### config.mk
export PLATFORM = sky130hd
export DESIGN_NAME = prog_loader_flat
export DESIGN_NICKNAME = d
export VERILOG_FILES = /design/src/rtl/prog_loader_if.sv /design/src/rtl/prog_loader.sv /design/src/flat_wrapper.sv
export SDC_FILE = /design/constraint.sdc
export NUM_CORES = 1
export LEC_CHECK = 0
export CORE_MARGIN = 3
export CORE_UTILIZATION = 54
export CTS_CLUSTER_DIAMETER = 80
export DETAILED_ROUTE_END_ITERATION = 7
export GPL_TIMING_DRIVEN = 0
export PLACE_DENSITY = 0.91
export SYNTH_ARGS = -nofsm -noshare
export SYNTH_HDL_FRONTEND = slang
export SYNTH_SLANG_ARGS = --single-unit
### constraint.sdc
create_clock -name clk_i -period 2.9 [get_ports clk_i]
set_input_delay 0.435 -clock clk_i [delete_from_list [all_inputs] [get_ports clk_i]]
set_output_delay 0.435 -clock clk_i [all_outputs]
set_load 0.01 [all_outputs]
### src/rtl/prog_loader_if.sv
// Byte-stream input and instruction-memory programming bus of the boot loader.
//   rx_valid/rx_data          : received byte stream (master -> loader)
//   prog_en/prog_addr/prog_data: instruction-memory write port (loader -> memory)
//   start/busy/err            : core release and load status (loader -> system)
interface prog_loader_if;
  logic        rx_valid;
  logic [7:0]  rx_data;
  logic        prog_en;
  logic [31:0] prog_addr;
  logic [31:0] prog_data;
  logic        start;
  logic        busy;
  logic        err;

  modport master (
    output rx_valid, rx_data,
    input  prog_en, prog_addr, prog_data, start, busy, err
  );

  modport slave (
    input  rx_valid, rx_data,
    output prog_en, prog_addr, prog_data, start, busy, err
  );
endinterface

### src/rtl/prog_loader.sv
// Boot-time program loader: parses a length-prefixed, checksummed byte image,
// writes it word-by-word into instruction memory and then releases the core.
//   clk_i : system clock, rising edge
//   rst_i : synchronous active-high reset
//   bus   : prog_loader_if.slave (rx byte stream in; prog write port, start/busy/err out)
module prog_loader #(
  parameter logic [31:0] BASE_ADDR = 32'h0000_0000,
  parameter int unsigned MAX_WORDS = 4096
) (
  input  logic          clk_i,
  input  logic          rst_i,
  prog_loader_if.slave  bus
);

  localparam int unsigned WCW = $clog2(MAX_WORDS + 1);

  typedef enum logic [2:0] {
    S_HDR,
    S_DATA,
    S_CSUM,
    S_RUN,
    S_ERR
  } state_e;

  state_e          state_q;
  logic [7:0]      sum_q;
  logic [1:0]      byte_cnt_q;
  logic [WCW-1:0]  word_cnt_q;
  logic [WCW-1:0]  num_words_q;
  logic [23:0]     shift_q;
  logic            prog_en_q;
  logic [31:0]     prog_addr_q;
  logic [31:0]     prog_data_q;
  logic            start_q;
  logic            busy_q;
  logic            err_q;

  // Little-endian assembly: the newest byte lands on top, so after the 4th
  // byte of a field this is the complete 32-bit value.
  logic [31:0] shift_d;
  logic [7:0]  sum_d;
  assign shift_d = {bus.rx_data, shift_q};
  assign sum_d   = sum_q + bus.rx_data;

  // Loader FSM with registered outputs.
  always_ff @(posedge clk_i) begin
    if (rst_i) begin
      state_q     <= S_HDR;
      sum_q       <= 8'd0;
      byte_cnt_q  <= 2'd0;
      word_cnt_q  <= '0;
      num_words_q <= '0;
      shift_q     <= 24'd0;
      prog_en_q   <= 1'b0;
      prog_addr_q <= BASE_ADDR;
      prog_data_q <= 32'd0;
      start_q     <= 1'b0;
      busy_q      <= 1'b0;
      err_q       <= 1'b0;
    end else begin
      prog_en_q <= 1'b0;
      if (bus.rx_valid) begin
        case (state_q)
          S_HDR: begin
            busy_q     <= 1'b1;
            sum_q      <= sum_d;
            shift_q    <= shift_d[31:8];
            byte_cnt_q <= byte_cnt_q + 2'd1;
            if (byte_cnt_q == 2'd3) begin
              num_words_q <= WCW'(shift_d);
              word_cnt_q  <= '0;
              if (shift_d > 32'(MAX_WORDS)) begin
                state_q <= S_ERR;
                err_q   <= 1'b1;
                busy_q  <= 1'b0;
              end else if (shift_d == 32'd0) begin
                state_q <= S_CSUM;
              end else begin
                state_q <= S_DATA;
              end
            end
          end
          S_DATA: begin
            sum_q      <= sum_d;
            shift_q    <= shift_d[31:8];
            byte_cnt_q <= byte_cnt_q + 2'd1;
            if (byte_cnt_q == 2'd3) begin
              prog_en_q   <= 1'b1;
              prog_addr_q <= BASE_ADDR + (32'(word_cnt_q) << 2);
              prog_data_q <= shift_d;
              word_cnt_q  <= word_cnt_q + WCW'(1);
              if (word_cnt_q == num_words_q - WCW'(1)) begin
                state_q <= S_CSUM;
              end
            end
          end
          S_CSUM: begin
            sum_q  <= sum_d;
            busy_q <= 1'b0;
            if (sum_d == 8'd0) begin
              state_q <= S_RUN;
              start_q <= 1'b1;
            end else begin
              state_q <= S_ERR;
              err_q   <= 1'b1;
            end
          end
          default: ; // S_RUN / S_ERR are terminal and ignore rx bytes
        endcase
      end
    end
  end

  assign bus.prog_en   = prog_en_q;
  assign bus.prog_addr = prog_addr_q;
  assign bus.prog_data = prog_data_q;
  assign bus.start     = start_q;
  assign bus.busy      = busy_q;
  assign bus.err       = err_q;

endmodule

### src/flat_wrapper.sv
// flat-port wrapper written by rule: the top's interface ports become plain ports
module prog_loader_flat 
#(
  parameter logic [31:0] BASE_ADDR = 32'h0000_0000,
  parameter int unsigned MAX_WORDS = 4096
)
  (clk_i, rst_i, bus_rx_valid, bus_rx_data, bus_prog_en, bus_prog_addr, bus_prog_data, bus_start, bus_busy, bus_err);
  prog_loader_if bus_i ();
  input  logic clk_i;
  input  logic rst_i;
  input wire logic [$bits(bus_i.rx_valid)-1:0] bus_rx_valid;
  input wire logic [$bits(bus_i.rx_data)-1:0] bus_rx_data;
  output wire logic [$bits(bus_i.prog_en)-1:0] bus_prog_en;
  output wire logic [$bits(bus_i.prog_addr)-1:0] bus_prog_addr;
  output wire logic [$bits(bus_i.prog_data)-1:0] bus_prog_data;
  output wire logic [$bits(bus_i.start)-1:0] bus_start;
  output wire logic [$bits(bus_i.busy)-1:0] bus_busy;
  output wire logic [$bits(bus_i.err)-1:0] bus_err;
  assign bus_i.rx_valid = bus_rx_valid;
  assign bus_i.rx_data = bus_rx_data;
  assign bus_prog_en = bus_i.prog_en;
  assign bus_prog_addr = bus_i.prog_addr;
  assign bus_prog_data = bus_i.prog_data;
  assign bus_start = bus_i.start;
  assign bus_busy = bus_i.busy;
  assign bus_err = bus_i.err;
  prog_loader #(.BASE_ADDR(BASE_ADDR), .MAX_WORDS(MAX_WORDS)) u_core (.clk_i(clk_i), .rst_i(rst_i), .bus(bus_i));
endmodule
==> results of run 1 <==
[final cells by class]
| class | instances | area [um2] |
|---|---|---|
| Fill cell | 740 | 3000 |
| Multi-Input combinational cell | 503 | 2740 |
| Sequential cell | 112 | 2240 |
| Timing Repair Buffer | 60 | 599 |
| Buffer | 58 | 308 |
| Tap cell | 129 | 161 |
| Clock buffer | 10 | 128 |
| Clock inverter | 6 | 101 |
| Inverter | 11 | 41.3 |
[power by group]
group / internal (uW) / switching (uW)
combinational: 155 / 226
sequential: 1570 / 34.6
clock: 501 / 558
total: 2230 / 818
[metal layers]
metal / global-route usage, % / vias up / routed length (um)
met4: 14.2 / 0 / 590
met3: 4.47 / 67 / 1150
met2: 45.7 / 304 / 7080
li1: - / 2398 / -
met1: 30.5 / 2378 / 5560
met5: 0 / - / 0
[critical path, stage by stage]
cell	delay, ns
sky130_fd_sc_hd__clkdlybuf4s50_1	0.52
sky130_fd_sc_hd__ha_1	0.45
sky130_fd_sc_hd__or4b_2	0.71
sky130_fd_sc_hd__nand4_1	0.14
sky130_fd_sc_hd__nor2_1	0.08
sky130_fd_sc_hd__nand4_1	0.17
sky130_fd_sc_hd__or4b_1	0.49
sky130_fd_sc_hd__a21oi_1	0.16
[worst paths after layout]
path / endpoint / startpoint / cells after the start / slack [ns]
max reg2reg: u_core.state_q[2] / u_core.sum_q[0] / 9 / 0.16
min reg2reg: u_core.bus.err / u_core.bus.err / 2 / 0.45
max: u_core.state_q[2] / bus_rx_data[5] / 8 / 0.03
min: u_core.bus.err / u_core.bus.err / 2 / 0.45
[synth_stat cells, drive strengths merged (11+ instances only)]
| master | number | area, um2 |
|---|---|---|
| clkbuf | 34 | 128 |
| o21ai | 26 | 130 |
| inv | 11 | 41.3 |
| a21oi | 101 | 505 |
| xnor2 | 15 | 131 |
| nand2 | 171 | 642 |
| nor4 | 12 | 111 |
| dfxtp | 112 | 2240 |
| buf | 25 | 184 |
| nor3 | 12 | 65.1 |
| xor2 | 15 | 131 |
| nor2 | 43 | 161 |
[flip-flops by register name (all words and copies together), names as in the netlist, 2 cells and up]
name                  flops
u_core.bus.prog_data     32
u_core.shift_q           24
u_core.bus.prog_addr     13
u_core.num_words_q       13
u_core.word_cnt_q        13
u_core.sum_q              8
u_core.state_q            3
u_core.byte_cnt_q         2
[stage by stage]
stage	std cells	hold slack [ns]	TNS, ns	cell area, um2	power [uW]
CTS	890	0.457	0	6300	3010
global route	889	0.459	0	6320	3140
detailed placement	873	0.443	-2.32	6030	1970
floorplan	685	0.440	0	5280	1880
global placement	873	0.438	-1.86	6030	1950
finish	889	0.451	0	6320	3040
[logic make-up after synthesis]
logic type,synth area share (%)
multiplexers,1.15
AND/OR/NAND/NOR,24.4
other,0.0719
adder cells (fa/ha/maj),2.78
AO/OA/AOI/OAI,16.8
flip-flops,43.0
XOR/XNOR,5.04
buffers and inverters,6.77
[timing repair]
| action | in CTS | in global routing |
|---|---|---|
| gates resized for setup | 10 | 4 |
| hold buffers | 0 | 0 |
| setup endpoints to repair | 3 | 3 |
| pin swaps | 2 | 0 |
| setup buffers | 1 | 0 |
==> results.json, run 1 <==
{
  "outcome": "finished, final reports clean",
  "route.vias.total": 5147,
  "maxCapViolCount": 0,
  "worstPathRequired_ns": 3.20,
  "finalHoldViolCount": 0,
  "final.setup_skew_ns": 0.0209,
  "syn_inst": 667,
  "cts.root.buffer_cell": "sky130_fd_sc_hd__clkbuf_8",
  "insertedDiodeCount": 0,
  "boundaryPins": 79,
  "drt-initial-drc-count": 475,
  "vias_per_cell": 5.79,
  "ys.flop_type": "sky130_fd_sc_hd__dfxtp_1",
  "crit_path_max_fanout": 9,
  "most_frequent_cells_in_the_layout": "sky130_fd_sc_hd__nand2_1, sky130_fd_sc_hd__dfxtp_1, sky130_fd_sc_hd__a21oi_1",
  "postSynth.asyncResetShare_pct": 0,
  "numCtsBuffers": 9,
  "place_congestion": 0.936,
  "synthesis.area_per_instance_um2": 7.81,
  "clock-sinks": 112,
  "p_leak_uw": 0.00229,
  "share_of_the_cycle_needed_by_the_critical_path_after_routing_pct": 98.9,
  "initial_utilization_pct": 55.9,
  "dpl_worst_slack_ns": -0.665,
  "synth.cell_area_um2": 5210,
  "wire_per_inst_um": 16.2,
  "ys.warnings.count": 0,
  "num-nets-final": 777,
  "global_route.usage.total_pct": 26.2,
  "core_region_area_um2": 9330,
  "grt_start_max_net_pins": 20,
  "layout.core_utilization_pct": 67.8,
  "layout_commonest_cell": "sky130_fd_sc_hd__nand2_1",
  "route.antenna.remaining_nets": 0,
  "ctsHtreeMaxLevel": 3,
  "slew_headroom_pct": 29.7,
  "slack_of_the_critical_path_ns": 0.0315,
  "worst-slew-pin-transition_ns": 1.05,
  "ys_seq_elements": 112,
  "rsz_0062_raised_after_global_routing": "no",
  "min_period_ns": 2.87,
  "part_of_the_yosys_area_used_for_sequential_elements_pct": 43.0,
  "number_of_distinct_standard_cells_referenced_by_the_synthesized_netlist": 55,
  "post-route-drc-count": 0,
  "clkSlewWorstSetupHoldPaths_ns": 0.09,
  "core.rowCount": 35,
  "detailedRoute.firstPassIterationCount": 6,
  "area_growth_syn_to_fin_pct": 21.3,
  "slew_viol_final": 0,
  "arrival_ns": 3.16,
  "globalRouteOverflowTotal": 0,
  "tritoncts": "done",
  "insertion_delay_ns": 0.38,
  "start_kind": "primary input",
  "path_class": "primary input to flop",
  "clock_path_buffers": 2,
  "layout-drive-gt1-share_pct": 7.63,
  "die_width_um": 104,
  "endpoint_kind": "flop",
  "power_per_cell_area_nw_per_um2": 481,
  "wire_length_of_the_first_global_routing_pass_um": 23600,
  "place.detailed.hpwl_um": 10000,
  "floorplan.die_area_um2": 10900,
  "dieHeight_um": 104,
  "edff_count_synth": 0,
  "max_clock_freq_mhz": 349,
  "min_path_type": "flop to flop",
  "postRouteWirelength_um": 14400,
  "io_buffer_count": 59,
  "grt_antenna_before_repair": 0,
  "setup-violations-final": 0,
  "ir_drop_worst_vdd_mv": 0.311,
  "first_global_vias": 5067
}
Note: power is estimated with default switching activity, not from simulation.
==> run 2, diff against run 1 <==
Settings changed: GPL_ROUTABILITY_DRIVEN set to 1.
==> results of run 2 <==
Same layout as run 1: the final DEF is identical, and so are final timing and power.
